$ cat src/rtl/vga_timing_pkg.sv
// vga_timing_pkg
// Shared definitions for the VGA sync controller:
//   - 640x480@60 timing constants (pixels per line segment, lines per frame segment)
//   - derived line/frame totals and sync pulse start/end positions
//   - run/stop FSM state encoding
//   - in_range helper used for the sync pulse windows
package vga_timing_pkg;

  localparam int VGA_DIV      = 4;    // master clocks per pixel at 100 MHz

  localparam int VGA_H_ACTIVE = 640;
  localparam int VGA_H_FP     = 16;
  localparam int VGA_H_SYNC   = 96;
  localparam int VGA_H_BP     = 48;

  localparam int VGA_V_ACTIVE = 480;
  localparam int VGA_V_FP     = 10;
  localparam int VGA_V_SYNC   = 2;
  localparam int VGA_V_BP     = 33;

  localparam int VGA_H_TOTAL      = VGA_H_ACTIVE + VGA_H_FP + VGA_H_SYNC + VGA_H_BP; // 800
  localparam int VGA_V_TOTAL      = VGA_V_ACTIVE + VGA_V_FP + VGA_V_SYNC + VGA_V_BP; // 525
  localparam int VGA_H_SYNC_START = VGA_H_ACTIVE + VGA_H_FP;                         // 656
  localparam int VGA_H_SYNC_END   = VGA_H_SYNC_START + VGA_H_SYNC - 1;               // 751
  localparam int VGA_V_SYNC_START = VGA_V_ACTIVE + VGA_V_FP;                         // 490
  localparam int VGA_V_SYNC_END   = VGA_V_SYNC_START + VGA_V_SYNC - 1;               // 491

  localparam int CNT_W = 10;

  typedef enum logic [1:0] {
    IDLE = 2'd0,
    RUN  = 2'd1,
    STOP = 2'd2
  } vga_state_e;

  // True when lo <= v <= hi (inclusive window).
  function automatic logic in_range(input logic [CNT_W-1:0] v,
                                    input logic [CNT_W-1:0] lo,
                                    input logic [CNT_W-1:0] hi);
    return (v >= lo) && (v <= hi);
  endfunction

endpackage

$ cat src/rtl/pixel_tick_gen.sv
// pixel_tick_gen
// Divide-by-DIV enable generator. While iclr is low the counter runs
// 0..DIV-1 and otick is high for the one iclk cycle where it sits at DIV-1.
// iclr holds the counter at 0 so the first tick lands DIV cycles after release.
// Ports:
//   iclk      in   master clock
//   irst_n    in   asynchronous active-low reset
//   iclr      in   synchronous clear (hold counter at 0, no ticks)
//   otick     out  registered pixel enable, one iclk wide
//   otick_pre out  combinational: otick will be high in the next cycle
module pixel_tick_gen #(
  parameter int DIV = 4
) (
  input  logic iclk,
  input  logic irst_n,
  input  logic iclr,
  output logic otick,
  output logic otick_pre
);

  localparam int DW = (DIV > 2) ? $clog2(DIV) : 1;
  localparam logic [DW-1:0] LAST = DW'(DIV - 1);

  logic [DW-1:0] div_cnt_r;
  logic [DW-1:0] div_cnt_nxt_s;
  logic          tick_r;

  // Next divider count: cleared, wrapping at DIV-1, or incrementing.
  always_comb begin
    div_cnt_nxt_s = div_cnt_r;
    if (iclr) begin
      div_cnt_nxt_s = '0;
    end else if (div_cnt_r == LAST) begin
      div_cnt_nxt_s = '0;
    end else begin
      div_cnt_nxt_s = div_cnt_r + DW'(1);
    end
  end

  assign otick_pre = (div_cnt_nxt_s == LAST);

  // Divider count and registered tick (tick mirrors div_cnt == DIV-1).
  always_ff @(posedge iclk or negedge irst_n) begin
    if (!irst_n) begin
      div_cnt_r <= '0;
      tick_r    <= 1'b0;
    end else begin
      div_cnt_r <= div_cnt_nxt_s;
      tick_r    <= otick_pre;
    end
  end

  assign otick = tick_r;

endmodule

$ cat src/rtl/vga_sync_ctrl.sv
// vga_sync_ctrl
// VGA timing controller running from the master clock with a pixel-rate
// enable (no derived clock). A run/stop FSM starts scanning on ien and,
// once ien drops, finishes the current frame before returning to IDLE.
// Every output is a register loaded from next-state values, so position,
// syncs and active-video always agree and the sync pins cannot glitch.
// Ports:
//   iclk          in   master clock (100 MHz)
//   irst_n        in   asynchronous active-low reset
//   ien           in   run request (level)
//   otick         out  pixel enable, one iclk wide, every DIV cycles
//   ox / oy       out  horizontal / vertical position
//   ohsync/ovsync out  active-low sync pulses
//   ovideo_on     out  position inside the active area
//   oframe_start  out  pulse with the tick at (0,0)
//   oline_end     out  pulse with the tick at the last pixel of a line
//   obusy         out  FSM in RUN or STOP
module vga_sync_ctrl
  import vga_timing_pkg::*;
#(
  parameter int DIV      = VGA_DIV,
  parameter int H_ACTIVE = VGA_H_ACTIVE,
  parameter int H_FP     = VGA_H_FP,
  parameter int H_SYNC   = VGA_H_SYNC,
  parameter int H_BP     = VGA_H_BP,
  parameter int V_ACTIVE = VGA_V_ACTIVE,
  parameter int V_FP     = VGA_V_FP,
  parameter int V_SYNC   = VGA_V_SYNC,
  parameter int V_BP     = VGA_V_BP
) (
  input  logic       iclk,
  input  logic       irst_n,
  input  logic       ien,
  output logic       otick,
  output logic [9:0] ox,
  output logic [9:0] oy,
  output logic       ohsync,
  output logic       ovsync,
  output logic       ovideo_on,
  output logic       oframe_start,
  output logic       oline_end,
  output logic       obusy
);

  localparam int H_TOTAL = H_ACTIVE + H_FP + H_SYNC + H_BP;
  localparam int V_TOTAL = V_ACTIVE + V_FP + V_SYNC + V_BP;

  localparam logic [9:0] H_LAST   = 10'(H_TOTAL - 1);
  localparam logic [9:0] V_LAST   = 10'(V_TOTAL - 1);
  localparam logic [9:0] H_ACT    = 10'(H_ACTIVE);
  localparam logic [9:0] V_ACT    = 10'(V_ACTIVE);
  localparam logic [9:0] HS_START = 10'(H_ACTIVE + H_FP);
  localparam logic [9:0] HS_END   = 10'(H_ACTIVE + H_FP + H_SYNC - 1);
  localparam logic [9:0] VS_START = 10'(V_ACTIVE + V_FP);
  localparam logic [9:0] VS_END   = 10'(V_ACTIVE + V_FP + V_SYNC - 1);

  // Counters are 10 bits wide; geometry must fit and the divider needs >= 2.
  if (H_TOTAL > 1024 || V_TOTAL > 1024) begin : g_total_check
    $error("vga_sync_ctrl: line or frame total exceeds 10-bit counter range");
  end
  if (DIV < 2) begin : g_div_check
    $error("vga_sync_ctrl: DIV must be at least 2");
  end

  vga_state_e state_r, state_nxt_s;
  logic [9:0] ox_r, oy_r, ox_nxt_s, oy_nxt_s;
  logic       tick_s, tick_pre_s, clr_s, frame_end_s;
  logic       hsync_r, vsync_r, video_on_r, frame_start_r, line_end_r, busy_r;

  assign clr_s = (state_r == IDLE);

  pixel_tick_gen #(.DIV(DIV)) u_tick (
    .iclk      (iclk),
    .irst_n    (irst_n),
    .iclr      (clr_s),
    .otick     (tick_s),
    .otick_pre (tick_pre_s)
  );

  assign frame_end_s = tick_s && (ox_r == H_LAST) && (oy_r == V_LAST);

  // Run/stop next state; STOP only leaves for IDLE on the last tick of a frame.
  always_comb begin
    state_nxt_s = state_r;
    case (state_r)
      IDLE: begin
        if (ien) state_nxt_s = RUN;
        else     state_nxt_s = IDLE;
      end
      RUN: begin
        if (!ien) state_nxt_s = STOP;
        else      state_nxt_s = RUN;
      end
      STOP: begin
        if (ien)              state_nxt_s = RUN;
        else if (frame_end_s) state_nxt_s = IDLE;
        else                  state_nxt_s = STOP;
      end
      default: state_nxt_s = IDLE;
    endcase
  end

  // Next position: forced to origin whenever we are (or become) idle.
  always_comb begin
    ox_nxt_s = ox_r;
    oy_nxt_s = oy_r;
    if (state_nxt_s == IDLE) begin
      ox_nxt_s = 10'd0;
      oy_nxt_s = 10'd0;
    end else if (tick_s) begin
      if (ox_r == H_LAST) begin
        ox_nxt_s = 10'd0;
        if (oy_r == V_LAST) oy_nxt_s = 10'd0;
        else                oy_nxt_s = oy_r + 10'd1;
      end else begin
        ox_nxt_s = ox_r + 10'd1;
      end
    end else begin
      ox_nxt_s = ox_r;
      oy_nxt_s = oy_r;
    end
  end

  // FSM state, position and all decoded outputs, loaded together.
  // Marker pulses are armed on the edge before a tick; DIV >= 2 guarantees
  // that edge never moves the counters, so ox_nxt/oy_nxt are the tick position.
  always_ff @(posedge iclk or negedge irst_n) begin
    if (!irst_n) begin
      state_r       <= IDLE;
      ox_r          <= 10'd0;
      oy_r          <= 10'd0;
      hsync_r       <= 1'b1;
      vsync_r       <= 1'b1;
      video_on_r    <= 1'b0;
      frame_start_r <= 1'b0;
      line_end_r    <= 1'b0;
      busy_r        <= 1'b0;
    end else begin
      state_r       <= state_nxt_s;
      ox_r          <= ox_nxt_s;
      oy_r          <= oy_nxt_s;
      hsync_r       <= ~in_range(ox_nxt_s, HS_START, HS_END);
      vsync_r       <= ~in_range(oy_nxt_s, VS_START, VS_END);
      video_on_r    <= (state_nxt_s != IDLE) && (ox_nxt_s < H_ACT) && (oy_nxt_s < V_ACT);
      frame_start_r <= tick_pre_s && (ox_nxt_s == 10'd0) && (oy_nxt_s == 10'd0);
      line_end_r    <= tick_pre_s && (ox_nxt_s == H_LAST);
      busy_r        <= (state_nxt_s != IDLE);
    end
  end

  assign otick        = tick_s;
  assign ox           = ox_r;
  assign oy           = oy_r;
  assign ohsync       = hsync_r;
  assign ovsync       = vsync_r;
  assign ovideo_on    = video_on_r;
  assign oframe_start = frame_start_r;
  assign oline_end    = line_end_r;
  assign obusy        = busy_r;

endmodule

$ cat config.mk
export PLATFORM = sky130hd
export DESIGN_NAME = vga_sync_ctrl
export DESIGN_NICKNAME = d
export VERILOG_FILES = /design/src/rtl/vga_timing_pkg.sv /design/src/rtl/pixel_tick_gen.sv /design/src/rtl/vga_sync_ctrl.sv
export SDC_FILE = /design/constraint.sdc
export NUM_CORES = 1
export LEC_CHECK = 0
export ABC_AREA = 1
export CAP_MARGIN = 15
export CORE_ASPECT_RATIO = 0.7
export CORE_MARGIN = 4
export CORE_UTILIZATION = 59
export DETAILED_ROUTE_END_ITERATION = 6
export PLACE_DENSITY = 0.9
export SKIP_LAST_GASP = 1
export SLEW_MARGIN = 20
export SYNTH_ARGS = -nofsm -noshare
export SYNTH_HDL_FRONTEND = slang
export SYNTH_SLANG_ARGS = --single-unit
$ cat constraint.sdc
create_clock -name iclk -period 3.4 [get_ports iclk]
set_input_delay 0.85 -clock iclk [delete_from_list [all_inputs] [get_ports iclk]]
set_output_delay 0.85 -clock iclk [all_outputs]
set_load 0.1 [all_outputs]
==> results_dict.tcl, run 1 <==
set metrics [dict create \
    status "finished, final reports clean" \
    p_leak_nw 1.429 \
    synth.distinct_cells 30 \
    hpwl_um 3949 \
    yosysTopAreaCell "dfrtp_1" \
    holdPathEnd "u_tick.div_cnt_r[0]" \
    startpoint_type "flip-flop" \
    cts_sinks 31 \
    wl_um 5364 \
    drv_cap 0 \
    antenna_found_initial 0 \
    final_cell_mix "79 x nand2_1, 51 x inv_1, 43 x nor2_1" \
    port_buffers 29 \
    area_growth_pct 17.60 \
    tns_ns 0 \
    syn_inst 303 \
    first_iter_violations 243 \
    r2r-start "u_tick.otick" \
    grtUsageTotal_pct 25.71 \
    yosys_warnings 0 \
    die_area_um2 4532 \
    slew_violations 0 \
    cts_root_buf "clkbuf_8" \
    finalPower_mw 1.354 \
    required_ns 3.62 \
    peakVddDrop_mv 0.5536 \
    postRouteAntennaNets 0 \
    yosysTopAreaCellShare_pct 35.09 \
    rrSetupSlack_ns 1.06 \
    clk_latency_ns 0.28 \
    hold_path_startpoint "u_tick.div_cnt_r[0]" \
    cp_max_fo 23 \
    ys_top_cells_by_area "dfrtp_1 35%, nand2_1 14%, inv_1 9.3%" \
    vias_per_cell 5.289 \
    clkTransAtPathRegs_ns 0.07 \
    hold_buffers 0 \
    start_util_pct 63.55 \
    gp_congestion 0.9498 \
    routedWlPerCell_um 13.97 \
    vias 2031 \
    r2r_cells 11 \
    syn_area_um2 2068 \
    cts_resized 0 \
    p_per_area_nw_per_um2 556.8 \
    worst-setup-path-type "reg -> reg" \
    period_minus_slack_ns 2.337 \
    hold_path_class "reg -> reg" \
    drt_first_pass_iters 5 \
    die_x_um 78.77 \
    skew_ns 0.003373 \
    worstMarginPinSlew_ns 0.6222 \
    fin_crit_sh_pct 68.73 \
    antenna_cells 0 \
    hold_depth 1 \
    cts_buffers 5 \
    ys_seq_area_share_pct 37.63 \
    grt_pass1_vias 1906 \
    die_h_um 57.54 \
    pin_count 30 \
    final_common_cell "nand2_1" \
    synth_seq_cells 31 \
    cts_tree "yes" \
    rsz0062_at_grt "no" \
    grt_max_degree 32 \
    critPathArrivalTime_ns 2.55 \
    finalNetCount 343 \
    h-tree-depth 2 \
    grt_pass1_wl_um 9018 \
    synth_area_per_cell_um2 6.826 \
    slew_headroom_pct 58.14 \
    finalHoldViolCount 0 \
    syn_nets 310 \
    num_rows 17 \
    fmax_mhz 427.9 \
    instances_no_fill 384 \
    clk_path_buf_depth 2 \
    overflow 0 \
    drc 0 \
    dp_cells 376 \
    core_area_um2 3254 \
    endpoint_kind "flip-flop" \
    reg2reg_to "oframe_start" \
    setup_viol 0 \
    drive_gt1_share_pct 20.18 \
    postCtsSetupBuffers 0 \
]
## area by class of cell
class | instances | area (um^2)
multi-input combinational | 204 | 1008
fill | 252 | 822.0
sequential | 31 | 778.2
timing repair buffer | 31 | 237.7
inverter | 63 | 236.5
clock buffer | 5 | 68.82
tap | 47 | 58.81
clock inverter | 3 | 43.79
## worst max path at each step
stage	start	endpoint	slack [ns]	depth (start not counted)
floorplan	ox[1]	ovideo_on	0.85	13
global route	u_tick.otick	ovideo_on	0.94	12
global placement	ien	ovideo_on	1.06	12
CTS	u_tick.otick	oframe_start	1.15	11
finish	u_tick.otick	oframe_start	1.06	11
detailed placement	ien	ovideo_on	0.96	12
## cells in the mapped netlist, drive strengths merged
cell	count
nand3	30
ha	4
nor3	6
a21oi	2
a21o	1
buf	4
dfrtp	29
nand4	5
a31oi	1
inv	61
nor4	1
dfstp	2
nand3b	1
and2	1
clkinv	2
clkbuf	1
xor2	4
nor2	46
nand2	85
o21ai	17
## sequential cells by signal (all words and copies together), names as in the netlist
name	cells
ox	10
oy	10
state_r	2
u_tick.div_cnt_r	2
obusy	1
oframe_start	1
ohsync	1
oline_end	1
ovideo_on	1
ovsync	1
u_tick.otick	1
## routing by layer
| layer | up-vias | wire [um] | global-route usage (%) |
|---|---|---|---|
| met5 | - | 0 | 0 |
| met3 | 14 | 643 | 7.729 |
| met4 | 0 | 87 | 7.481 |
| li1 | 996 | - | - |
| met2 | 116 | 2272 | 37.97 |
| met1 | 905 | 2361 | 36.55 |
## cell families (layout without fill, tap and decap cells)
kind of cell    count (synthesis)  count (layout)  synth area share [%]
simple gates                  175             175                 38.84
buf+inv                        68             102                 13.61
flops                          31              31                 37.63
compound gates                 21              21                 5.808
fa+ha+maj                       4               4                 2.420
xor+xnor                        4               4                 1.694
## worst max-delay path, cell delays in order, from the launching register on
cell     delay [ns]
dfrtp_1        0.70
inv_2          0.21
nor3_4         0.21
buf_4          0.22
nand2_2        0.09
nand2_4        0.08
nand2_4        0.16
nand2_1        0.21
nand2_1        0.09
nor2_1         0.11
nand2_1        0.06
nor2_1         0.10
## per-stage QoR
stage	utilization, %	area (um^2)	setup WS (ns)	hold WS, ns
after floorplan	-	2068	0.8469	0.4383
after global placement	71.28	2320	1.058	0.4513
after detailed placement	71.28	2320	0.9626	0.4612
after CTS	74.74	2432	1.151	0.4709
after global routing	74.74	2432	0.9393	0.5044
final	74.74	2432	1.063	0.4713
## power breakdown
part / internal [mW] / switching, mW / leakage (nW) / total [mW]
Sequential: 0.412 / 0.0601 / 0.412 / 0.472
Clock: 0.218 / 0.147 / 0.0581 / 0.365
Combinational: 0.112 / 0.404 / 0.959 / 0.516
(Power assumes the default switching activity.)
==> run 2, diff against run 1 <==
CORE_UTILIZATION = 49   (was 59)
PLACE_DENSITY = 0.8   (was 0.9)
clock period = 2.1 ns   (was 3.4 ns; I/O delays follow)
==> results_dict.tcl, run 2 (synthesized netlist as in run 1, its figures left out) <==
set metrics [dict create \
    peakVddDrop_mv 0.6200 \
    rsz0062_at_grt "yes" \
    multi_input_area_um2 1139 \
    clk_latency_ns 0.29 \
    cp_max_fo 6 \
    drc 0 \
    core_area_um2 3994 \
    startpoint_type "flip-flop" \
    area_growth_pct 38.05 \
    drv_cap 0 \
    skew_ns 0.005392 \
    status "finished, final reports clean" \
    finish.instance_area_um2 2855 \
    die_area_um2 5341 \
    cts_sinks 31 \
    port_buffers 29 \
    slew_violations 0 \
    h-tree-depth 2 \
    pin_count 30 \
    finalHoldViolCount 0 \
    cts_tree "yes" \
    endpoint_kind "flip-flop" \
    slew_headroom_pct 64.79 \
    crit_path_max_incr_delay_ns 0.47 \
    grt_max_degree 32 \
    fmax_mhz 493.8 \
    vias 2153 \
    cts_buffers 5 \
    gp_congestion 0.9672 \
    critPathArrivalTime_ns 2.26 \
    crit_top_cell "nand2_1" \
    grt_pass1_vias 1876 \
    antenna_cells 0 \
    clk_path_buf_depth 2 \
    overflow 0 \
    vias_per_cell 5.316 \
    grt_pass1_wl_um 8776 \
    die_x_um 85.65 \
    slowest_stage "dfrtp_2" \
    postRouteAntennaNets 0 \
    hold_path_class "reg -> reg" \
    nFillCells 289 \
    clkTransAtPathRegs_ns 0.07 \
    num_rows 19 \
    wl_um 5735 \
    setup_viol 0 \
    hpwl_um 4126 \
    path_cells "nor2_2 > nand3_2 > nor3_4 > nand2_2 > nand2_8 > nand2_8 > nand2_1 > inv_1 > nand2_1 > nand2_1 > nor2_1 > nand2_1 > inv_1" \
    period_minus_slack_ns 2.025 \
    start_util_pct 51.79 \
    worstMarginPinSlew_ns 0.5269 \
    fin_crit_sh_pct 96.44 \
    routedWlPerCell_um 14.16 \
    worst-setup-path-type "reg -> reg" \
    finalNetCount 359 \
    final_common_cell "nand2_1" \
    drive_gt1_share_pct 32.86 \
    grtUsageTotal_pct 20.72 \
    hold_buffers 0 \
    placed_cell_area_um2 2610 \
    antenna_found_initial 0 \
    regArea_um2 804.5 \
    tns_ns 0 \
    first_iter_violations 251 \
    drt_first_pass_iters 5 \
    cts_root_buf "clkbuf_8" \
    final_cell_mix "74 x nand2_1, 49 x inv_1, 40 x nor2_1" \
    die_h_um 62.36 \
    p_leak_nw 1.537 \
    required_ns 2.33 \
    p_per_area_nw_per_um2 813.6 \
]
run 2: cell count changes in the layout (fill, tap and decap cells not counted), sizes merged:
cell | before | now
buf | 29 | 43
inv | 61 | 62
bufinv | 1 | 0
clkbuf | 5 | 7
clkinv | 4 | 2
nand2 | 85 | 87
run 2: area by class of cell:
cell class,instances,area share (%)
clock buffer,7,3.024
clock inverter,1,0.1753
inverter,63,8.282
multi-input combinational,206,39.88
sequential,31,28.18
tap,52,2.279
timing repair buffer,45,18.19
run 2: per-stage QoR:
stage                     utilization [%]  worst slack [ns]  cells  total power, mW  hold WS [ns]
after floorplan                         -          -0.02016    303            1.423        0.2294
after global placement              65.35           0.03690    392            1.759        0.4520
after detailed placement            65.35          0.008371    392            1.763        0.4613
after CTS                           67.64           0.05431    400            2.245        0.4691
after global routing                71.49          -0.07158    405            2.423        0.5008
final                               71.49           0.07471    405            2.323        0.4631
run 2: repair_timing:
item / CTS / global route
gates resized for setup: 0 / 27
setup buffers: 0 / 2
setup endpoints to repair: 0 / 5
run 2: worst max-delay path, delay by kind of cell, from the launching register on:
| family | cells | cell delay, ns |
|---|---|---|
| buf+inv | 2 | 0.11 |
| flops | 1 | 0.47 |
| simple gates | 11 | 1.38 |
run 2: final timing paths:
| kind | endpoint | slack [ns] | cells after the start | start |
|---|---|---|---|---|
| setup / recovery | ovideo_on | 0.07 | 13 | ox[5] |
| hold / removal | u_tick.div_cnt_r[0] | 0.46 | 1 | u_tick.div_cnt_r[0] |
| setup reg to reg | ovideo_on | 0.07 | 13 | ox[5] |
| hold reg to reg | u_tick.div_cnt_r[0] | 0.46 | 1 | u_tick.div_cnt_r[0] |
| max in group asynchronous | ovsync | 1.15 | 2 | irst_n |
| min in group asynchronous | u_tick.div_cnt_r[0] | 0.63 | 2 | irst_n |
run 2: report_power, final:
| part | switching, mW | leakage, nW | internal (mW) |
|---|---|---|---|
| sequential | 0.0809 | 0.384 | 0.683 |
| clock | 0.227 | 0.0482 | 0.264 |
| combinational | 0.736 | 1.10 | 0.332 |
| total | 1.04 | 1.54 | 1.28 |
run 2: routing by layer:
metal / vias up / part of all wire, % / global-route usage, %
met5: - / 0 / 0
met3: 15 / 13 / 6.869
li1: 1026 / - / -
met1: 964 / 44 / 31.95
met4: 0 / 1.8 / 5.534
met2: 148 / 41 / 27.23
